## config.mk

```make
export PLATFORM = sky130hd
export DESIGN_NAME = mux_nx1_skid
export DESIGN_NICKNAME = d
export VERILOG_FILES = /design/src/rtl/cordic_mux_pkg.sv /design/src/rtl/mux_nx1_comb.sv /design/src/rtl/mux_nx1_skid.sv
export SDC_FILE = /design/constraint.sdc
export NUM_CORES = 1
export LEC_CHECK = 0
export CELL_PAD_IN_SITES_DETAIL_PLACEMENT = 1
export CELL_PAD_IN_SITES_GLOBAL_PLACEMENT = 1
export CORE_MARGIN = 8
export CORE_UTILIZATION = 35
export CTS_BUF_LIST = sky130_fd_sc_hd__clkbuf_8 sky130_fd_sc_hd__clkbuf_16
export DETAILED_ROUTE_END_ITERATION = 10
export GPL_TIMING_DRIVEN = 0
export PLACE_DENSITY_LB_ADDON = 0.05
export SLEW_MARGIN = 10
export SYNTH_ARGS = -nofsm -noshare
export SYNTH_HDL_FRONTEND = slang
export SYNTH_SLANG_ARGS = --single-unit
export TNS_END_PERCENT = 10
```

## constraint.sdc

```tcl
create_clock -name clk -period 4.9 [get_ports clk]
set_clock_uncertainty 0.2 [all_clocks]
set_input_delay 0.49 -clock clk [delete_from_list [all_inputs] [get_ports clk]]
set_output_delay 0.49 -clock clk [all_outputs]
set_load 0.02 [all_outputs]
```

## src/rtl/cordic_mux_pkg.sv

```systemverilog
// cordic_mux_pkg: shared state encoding and select constants for the skid-buffered mux
package cordic_mux_pkg;
    typedef enum logic [1:0] {EMPTY = 2'd0, ONE = 2'd1, FULL = 2'd2} state_e;
    localparam int SEL_ZERO = 0;
endpackage

```

## src/rtl/mux_nx1_comb.sv

```systemverilog
// mux_nx1_comb: select decode, code 0 gives zero, codes 1..CH pick a channel, higher codes flag an error
module mux_nx1_comb
    import cordic_mux_pkg::*;
#(
    parameter int W  = 32,
    parameter int CH = 3,
    parameter int SW = $clog2(CH + 1)
) (
    input  logic [SW-1:0]   select,
    input  logic [CH*W-1:0] ch_data,
    output logic [W-1:0]    word,
    output logic            err
);
    always_comb begin
        word = '0;
        err  = int'(select) > CH;
        for (int k = 0; k < CH; k++)
            if (int'(select) == SEL_ZERO + k + 1) word = ch_data[k*W +: W];
    end
endmodule

```

## src/rtl/mux_nx1_skid.sv

```systemverilog
// mux_nx1_skid: N-to-1 registered mux with a two-entry skid buffer on a valid/ready stream
module mux_nx1_skid
    import cordic_mux_pkg::*;
#(
    parameter int W  = 32,
    parameter int CH = 3,
    parameter int SW = $clog2(CH + 1)
) (
    input  logic            clk,
    input  logic            rst,
    input  logic [SW-1:0]   select,
    input  logic [CH*W-1:0] ch_data,
    input  logic            in_valid,
    output logic            in_ready,
    output logic [W-1:0]    data_out,
    output logic [SW-1:0]   sel_out,
    output logic            out_valid,
    input  logic            out_ready,
    output logic            err_out
);
    localparam int BW = W + SW + 1;
    state_e        state_q, state_d;
    logic [BW-1:0] main_q, main_d, skid_q, skid_d, beat;
    logic [W-1:0]  word;
    logic          err, in_ready_q, acc, con;
    mux_nx1_comb #(.W(W), .CH(CH), .SW(SW)) u_comb (
        .select (select),
        .ch_data(ch_data),
        .word   (word),
        .err    (err)
    );
    assign beat                        = {err, select, word};
    assign {err_out, sel_out, data_out} = main_q;
    assign out_valid                   = state_q == ONE || state_q == FULL;
    assign in_ready                    = in_ready_q;
    assign acc                         = in_valid && in_ready_q;
    assign con                         = out_valid && out_ready;
    always_comb begin
        state_d = state_q;
        main_d  = main_q;
        skid_d  = skid_q;
        case (state_q)
            EMPTY: if (acc) begin state_d = ONE; main_d = beat; end
            ONE: begin
                if (acc && con) main_d = beat;
                else if (acc) begin state_d = FULL; skid_d = beat; end
                else if (con) state_d = EMPTY;
            end
            FULL: if (con) begin state_d = ONE; main_d = skid_q; end
            default: state_d = EMPTY;
        endcase
    end
    // in_ready is registered from the next state, so out_ready never reaches it combinationally
    always_ff @(posedge clk or negedge rst) begin
        if (!rst) begin
            state_q    <= EMPTY;
            main_q     <= '0;
            skid_q     <= '0;
            in_ready_q <= 1'b0;
        end else begin
            state_q    <= state_d;
            main_q     <= main_d;
            skid_q     <= skid_d;
            in_ready_q <= state_d != FULL;
        end
    end
endmodule

```

==> impl_metrics.ini, run 1 <==
[status]
outcome = complete, no violations

[synthesis]
yosys-top-cells-area = dfrtp_1, mux2_4, mux2_2
ys_ff_latch = 71
seq_area_frac_synth_pct = 45.1
synth_top_family_by_area = multiplexers
synth_nets = 468
synthDistinctLibCells = 30
synth_xor_area_share_pct = 0.222
synth_edf_count = 0
avgSynthCellArea_sq_um = 10.9
synth_compound_area_share_pct = 17.6
ys_warn_count = 0
synth_ff_type = dfrtp_1
synth_area_sq_mm = 0.00394
netlist.area_leader.share_pct = 45.1
post_synth_most_frequent_cells = dfrtp_1, nand2_1, mux2_2
postSynthCellCount = 362
synth-adder-area-share_pct = 1.27
synth-simple-area-share_pct = 7.37
synth_mux_area_share_pct = 22.6
yosys.area.top_type = dfrtp_1
synth.most_common_cell = dfrtp_1
async_flop_share_pct = 100

[setup_path]
startpoint_type = register
cp_data_required_time_ps = 4210
slowest_stage = clkdlybuf4s50_1
arrival_ps = 1850
crit_chain = inv_1, ha_1, clkdlybuf4s50_1
critical_path.max_stage_delay_ps = 630
endpoint_kind = primary output
crit_type = reg2out
critPathMaxFanout = 6
reg2reg_from = state_q[0]
startpoint = state_q[0]

[route]
wire_per_inst_microns = 19.5
vias = 3340
ant_nets = 0
drt-initial-drc-count = 101
drc = 0
wirelength_microns = 12700
drt_pass1_iterations = 4
vias_per_cell = 5.11

[timing]
finalSetupViolCount = 0
drv_slew = 0
fin_crit_sh_pct = 51.8
min_period_ps = 2540
hold_viol = 0
maxSlewHeadroom_pct = 59.1
worst_pin_slew_ps = 613
fmax_mhz = 394
rsz0062_at_grt = false
tns_ps = 0

[cts]
cts_resized = 0
cts_buffers = 9
cts_setup_buffers = 0
insertion_delay_ps = 330
cts-htree-levels = 3
cts.path.max_buffers = 2
cts_sinks = 71
cts_root_buf = clkbuf_16
tritoncts = done
path_clk_slew_ps = 60

[pwr]
powerDensity_mw_per_mm2 = 579
power.leakage_nw = 2.49
power.total_mw = 3.35
max-vdd-ir-drop_v = 0.000299

[grt]
grt_max_degree = 52
grt_use_total_pct = 17.6
grt_pass1_wl_microns = 20500
grt.overflow.total = 0
grt_pass1_vias = 3837
antenna_found_initial = 0

[die]
start_util_pct = 36.0
fp.dieW_microns = 122
dieArea_sq_mm = 0.0149
fp.dieH_microns = 122
core_area_sq_mm = 0.0109
top_level_ports = 139
rows = 38

[run]
maxCapViolCount = 0

[placed_design]
gp_congestion = 0.756
dp_hpwl_microns = 9710
port_buffers = 135

[cells_and_area]
areaGrowthSynthToFinish_pct = 46.9
fill_cells = 1198
layout-drive-gt1-share_pct = 22.2
finish.net_count = 616
fin_util_pct = 52.9
antennaDiodeCount = 0

[worst_hold_path]
hold_path_class = reg2reg
hp-start = skid_q[11]
==> worst paths after layout <==
path,endpoint,slack (ps),cells after the start
max reg2reg,main_q[17],2580,6
max in group asynchronous,main_q[33],3550,3
min reg2reg,skid_q[11],280,2
max,out_valid,2360,3
min in group asynchronous,main_q[10],390,2
min,skid_q[11],280,2
==> state kept, by name, summed over array words and instances (netlist names) <==
register / count
in_ready: 1
main_q: 34
skid_q: 34
state_q: 2
==> area by class of cell <==
| type | instances | area, sq um | share of cell area, % |
|---|---|---|---|
| flip-flops and latches | 71 | 1780 | 30.7 |
| plain buffers | 29 | 206 | 3.57 |
| clock inverters | 4 | 47.5 | 0.821 |
| clock buffers | 10 | 239 | 4.13 |
| multi-input cells | 257 | 1940 | 33.5 |
| repair buffers | 137 | 1390 | 23.9 |
| inverters | 5 | 18.8 | 0.324 |
| well taps | 140 | 175 | 3.03 |
==> worst max-delay path, delay by kind of cell (launching register included) <==
family	cells	cell delay (ps)
buffers and inverters	2	720
DFF	1	440
adders and majority gates	1	350
==> layer usage <==
metal | vias up | global-route usage, % | part of all wire [%]
met5 | - | 0 | 0
met4 | 0 | 4.34 | 0.97
met3 | 10 | 5.00 | 5.4
met2 | 84 | 31.2 | 51
met1 | 1667 | 20.5 | 43
li1 | 1579 | - | -
==> cell families after synthesis <==
family	count (synthesis)
xor gates and xnor gates	1
other	1
adders and majority gates	4
muxes	69
DFF	71
and+or+nand+nor	74
AOI/OAI and AO/OA	108
buffers and inverters	34
==> where the power goes <==
part	internal (mW)	total, mW	switching (mW)
logic	0.893	1.69	0.800
registers	0.860	1.02	0.156
clock network	0.400	0.641	0.241
total	2.15	3.35	1.20
==> layout by cell type (no fill, tap or decap), types with 2 or more instances in the layout <==
cell type and instances:
a21boi_0 2, a21oi_1 33, a22oi_1 26, a22oi_2 7, a31oi_1 2, buf_1 4
buf_2 9, buf_4 2, buf_6 11, clkbuf_1 4, clkbuf_16 9, clkdlybuf4s50_1 134
clkinv_2 2, dfrtp_1 71, ha_1 4, inv_1 4, mux2_1 2, mux2_2 35
mux2_4 31, nand2_1 36, nand3_1 2, nor2_1 32, nor2b_1 2, o211ai_1 2
o21ai_0 34
==> through the flow <==
| step | hold slack [ps] | setup WS [ps] | instance area (sq um) | instances |
|---|---|---|---|---|
| 3_5_place_dp | 206 | 2380 | 5490 | 638 |
| 2_1_floorplan | -5.59 | 2740 | 3940 | 362 |
| 5_1_grt | 321 | 2260 | 5790 | 653 |
| 4_1_cts | 291 | 2340 | 5790 | 653 |
| 6_report | 284 | 2360 | 5790 | 653 |
| 3_3_place_gp | 262 | 628 | 5470 | 637 |
==> what timing repair did <==
action	in CTS	in global routing
endpoints found under the hold margin	20	0
setup endpoints to repair	0	0
hold buffers	1	0
(Power assumes the default switching activity.)
==> inputs of run 2 (changes only) <==
--- a/config.mk
+++ b/config.mk
@@ -8,7 +8,7 @@
 export CELL_PAD_IN_SITES_DETAIL_PLACEMENT = 1
 export CELL_PAD_IN_SITES_GLOBAL_PLACEMENT = 1
 export CORE_MARGIN = 8
-export CORE_UTILIZATION = 35
+export CORE_UTILIZATION = 34
 export CTS_BUF_LIST = sky130_fd_sc_hd__clkbuf_8 sky130_fd_sc_hd__clkbuf_16
 export DETAILED_ROUTE_END_ITERATION = 10
 export GPL_TIMING_DRIVEN = 0
==> constraint.sdc (replaced) <==
create_clock -name clk -period 2.5 [get_ports clk]
set_clock_uncertainty 0.2 [all_clocks]
set_input_delay 0.25 -clock clk [delete_from_list [all_inputs] [get_ports clk]]
set_output_delay 0.25 -clock clk [all_outputs]
set_load 0.02 [all_outputs]
==> impl_metrics.ini, run 2 (synthesized netlist as in run 1, its figures left out) <==
[grt]
use_met2_pct = 28.6
antenna_found_initial = 0
grt_pass1_vias = 3808
grt_use_total_pct = 16.8
gr-usage-met1_pct = 19.2
grt.busiest_layer = met2
grt_pass1_wl_microns = 19800
met3_usage_pct = 5.71
grt.overflow.total = 0
grt_max_degree = 39

[pwr]
p_seq_share_pct = 30.3
max-vdd-ir-drop_v = 0.000806
internal_power_mw = 4.17
pwr-share-comb_pct = 51.1
power.total_mw = 6.52
power.leakage_nw = 2.50
switching_share_pct = 36.0
p_switching_mw = 2.35
powerDensity_mw_per_mm2 = 1130
clkPwrFrac_pct = 18.6

[die]
fp.dieH_microns = 124
top_level_ports = 139
fp.dieW_microns = 124
core_area_sq_mm = 0.0114
rows = 39
dieArea_sq_mm = 0.0153
start_util_pct = 34.7

[status]
outcome = complete, no violations

[cts]
path_clk_slew_ps = 50
cts-htree-levels = 3
insertion_delay_ps = 340
cts_root_buf = clkbuf_16
tritoncts = done
cts_setup_buffers = 0
cts_sinks = 71
cts.path.max_buffers = 2
cts_buffers = 9

[worst_hold_path]
hold_path_class = in2reg
hp-start = select[0]

[timing]
maxSlewHeadroom_pct = 57.1
hold_viol = 0
rsz0062_at_grt = false
fin_crit_sh_pct = 93.7
drv_slew = 0
fmax_mhz = 427
worst_pin_slew_ps = 643
fin_ws_ps = 158
finalSetupViolCount = 0
hold_slack_ps = 197
min_period_ps = 2340

[route]
vias_per_cell = 5.03
vias = 3303
wirelength_microns = 12600
drc = 0
drt_pass1_iterations = 4
drt-initial-drc-count = 104
ant_nets = 0
wire_per_inst_microns = 19.2

[setup_path]
cp_data_required_time_ps = 2050
reg2reg_from = state_q[0]
crit_type = reg2out
endpoint_kind = primary output
critPathMaxFanout = 6
startpoint_type = register
arrival_ps = 1890
startpoint = state_q[0]

[cells_and_area]
layout_commonest_cell = clkdlybuf4s50_1
final_cell_mix = clkdlybuf4s50_1, dfrtp_1, nand2_1
areaGrowthSynthToFinish_pct = 46.6
top_regs = main_q x34, skid_q x34, state_q x2
layout-drive-gt1-share_pct = 21.8
finish.net_count = 616
antennaDiodeCount = 0

[placed_design]
pre_cts_ws_ps = 206
dp_hpwl_microns = 9510
gp_congestion = 0.713
port_buffers = 135

[run]
maxCapViolCount = 0
[run 2: cell count changes in the layout (fill, tap and decap cells not counted)]
cell / previous run / this run
buf_12: 0 / 1
buf_16: 1 / 0
bufinv_16: 1 / 0
clkbuf_8: 1 / 3
clkinv_2: 2 / 0
clkinvlp_4: 1 / 0
inv_1: 4 / 7
[run 2: worst max-delay path, stage by stage (launching register included)]
cell	delay [ps]
dfrtp_1	440
inv_1	100
ha_1	380
clkdlybuf4s50_1	630
[run 2: what timing repair did]
item,in CTS,in global routing
gates resized for setup,0,0
hold buffers,1,0
endpoints found under the hold margin,37,0
[run 2: power groups by stage]
stage	Combinational (mW)	Clock (mW)	Sequential (mW)
global route	3.59	1.29	2.05
detailed placement	3.37	0	1.99
finish	3.33	1.21	1.98
global placement	3.30	0	1.96
floorplan	1.82	0	2.27
CTS	3.40	1.25	1.98
[run 2: final timing paths]
path	to	slack [ps]	cells after the start
hold reg to reg	skid_q[11]	280	2
max in group asynchronous	skid_q[29]	1300	3
setup reg to reg	skid_q[2]	190	8
setup / recovery	out_valid	160	3
hold / removal	skid_q[32]	200	3
min in group asynchronous	main_q[6]	230	2
[run 2: area by class of cell]
type	count	area, sq um
sequential	71	1780
clock inverter	3	11.3
buffer	29	206
clock buffer	12	267
tap	143	179
multi-input combinational	257	1940
fill	1256	5590
timing repair buffer	137	1380
inverter	5	18.8
[run 2: metrics by stage]
stage          instance area [sq um]  instances  TNS (ps)  utilization (%)
2_1_floorplan                   3940        362         0                -
3_3_place_gp                    5470        640   -114900             48.1
3_5_place_dp                    5490        641         0             48.3
4_1_cts                         5780        657         0             50.8
5_1_grt                         5780        657         0             50.8
6_report                        5780        657         0             50.8
[run 2: routing by layer]
layer | vias to the layer above | wire length, microns
li1 | 1577 | -
met1 | 1614 | 5280
met2 | 97 | 6150
met3 | 15 | 1010
met4 | 0 | 189
met5 | - | 0
==> inputs of run 3 (changes only) <==
--- a/config.mk
+++ b/config.mk
@@ -17,4 +17,4 @@
 export SYNTH_ARGS = -nofsm -noshare
 export SYNTH_HDL_FRONTEND = slang
 export SYNTH_SLANG_ARGS = --single-unit
-export TNS_END_PERCENT = 10
+export TNS_END_PERCENT = 100
==> results of run 3 <==
The final DEF is identical to that of run 2; final timing and power are the same.
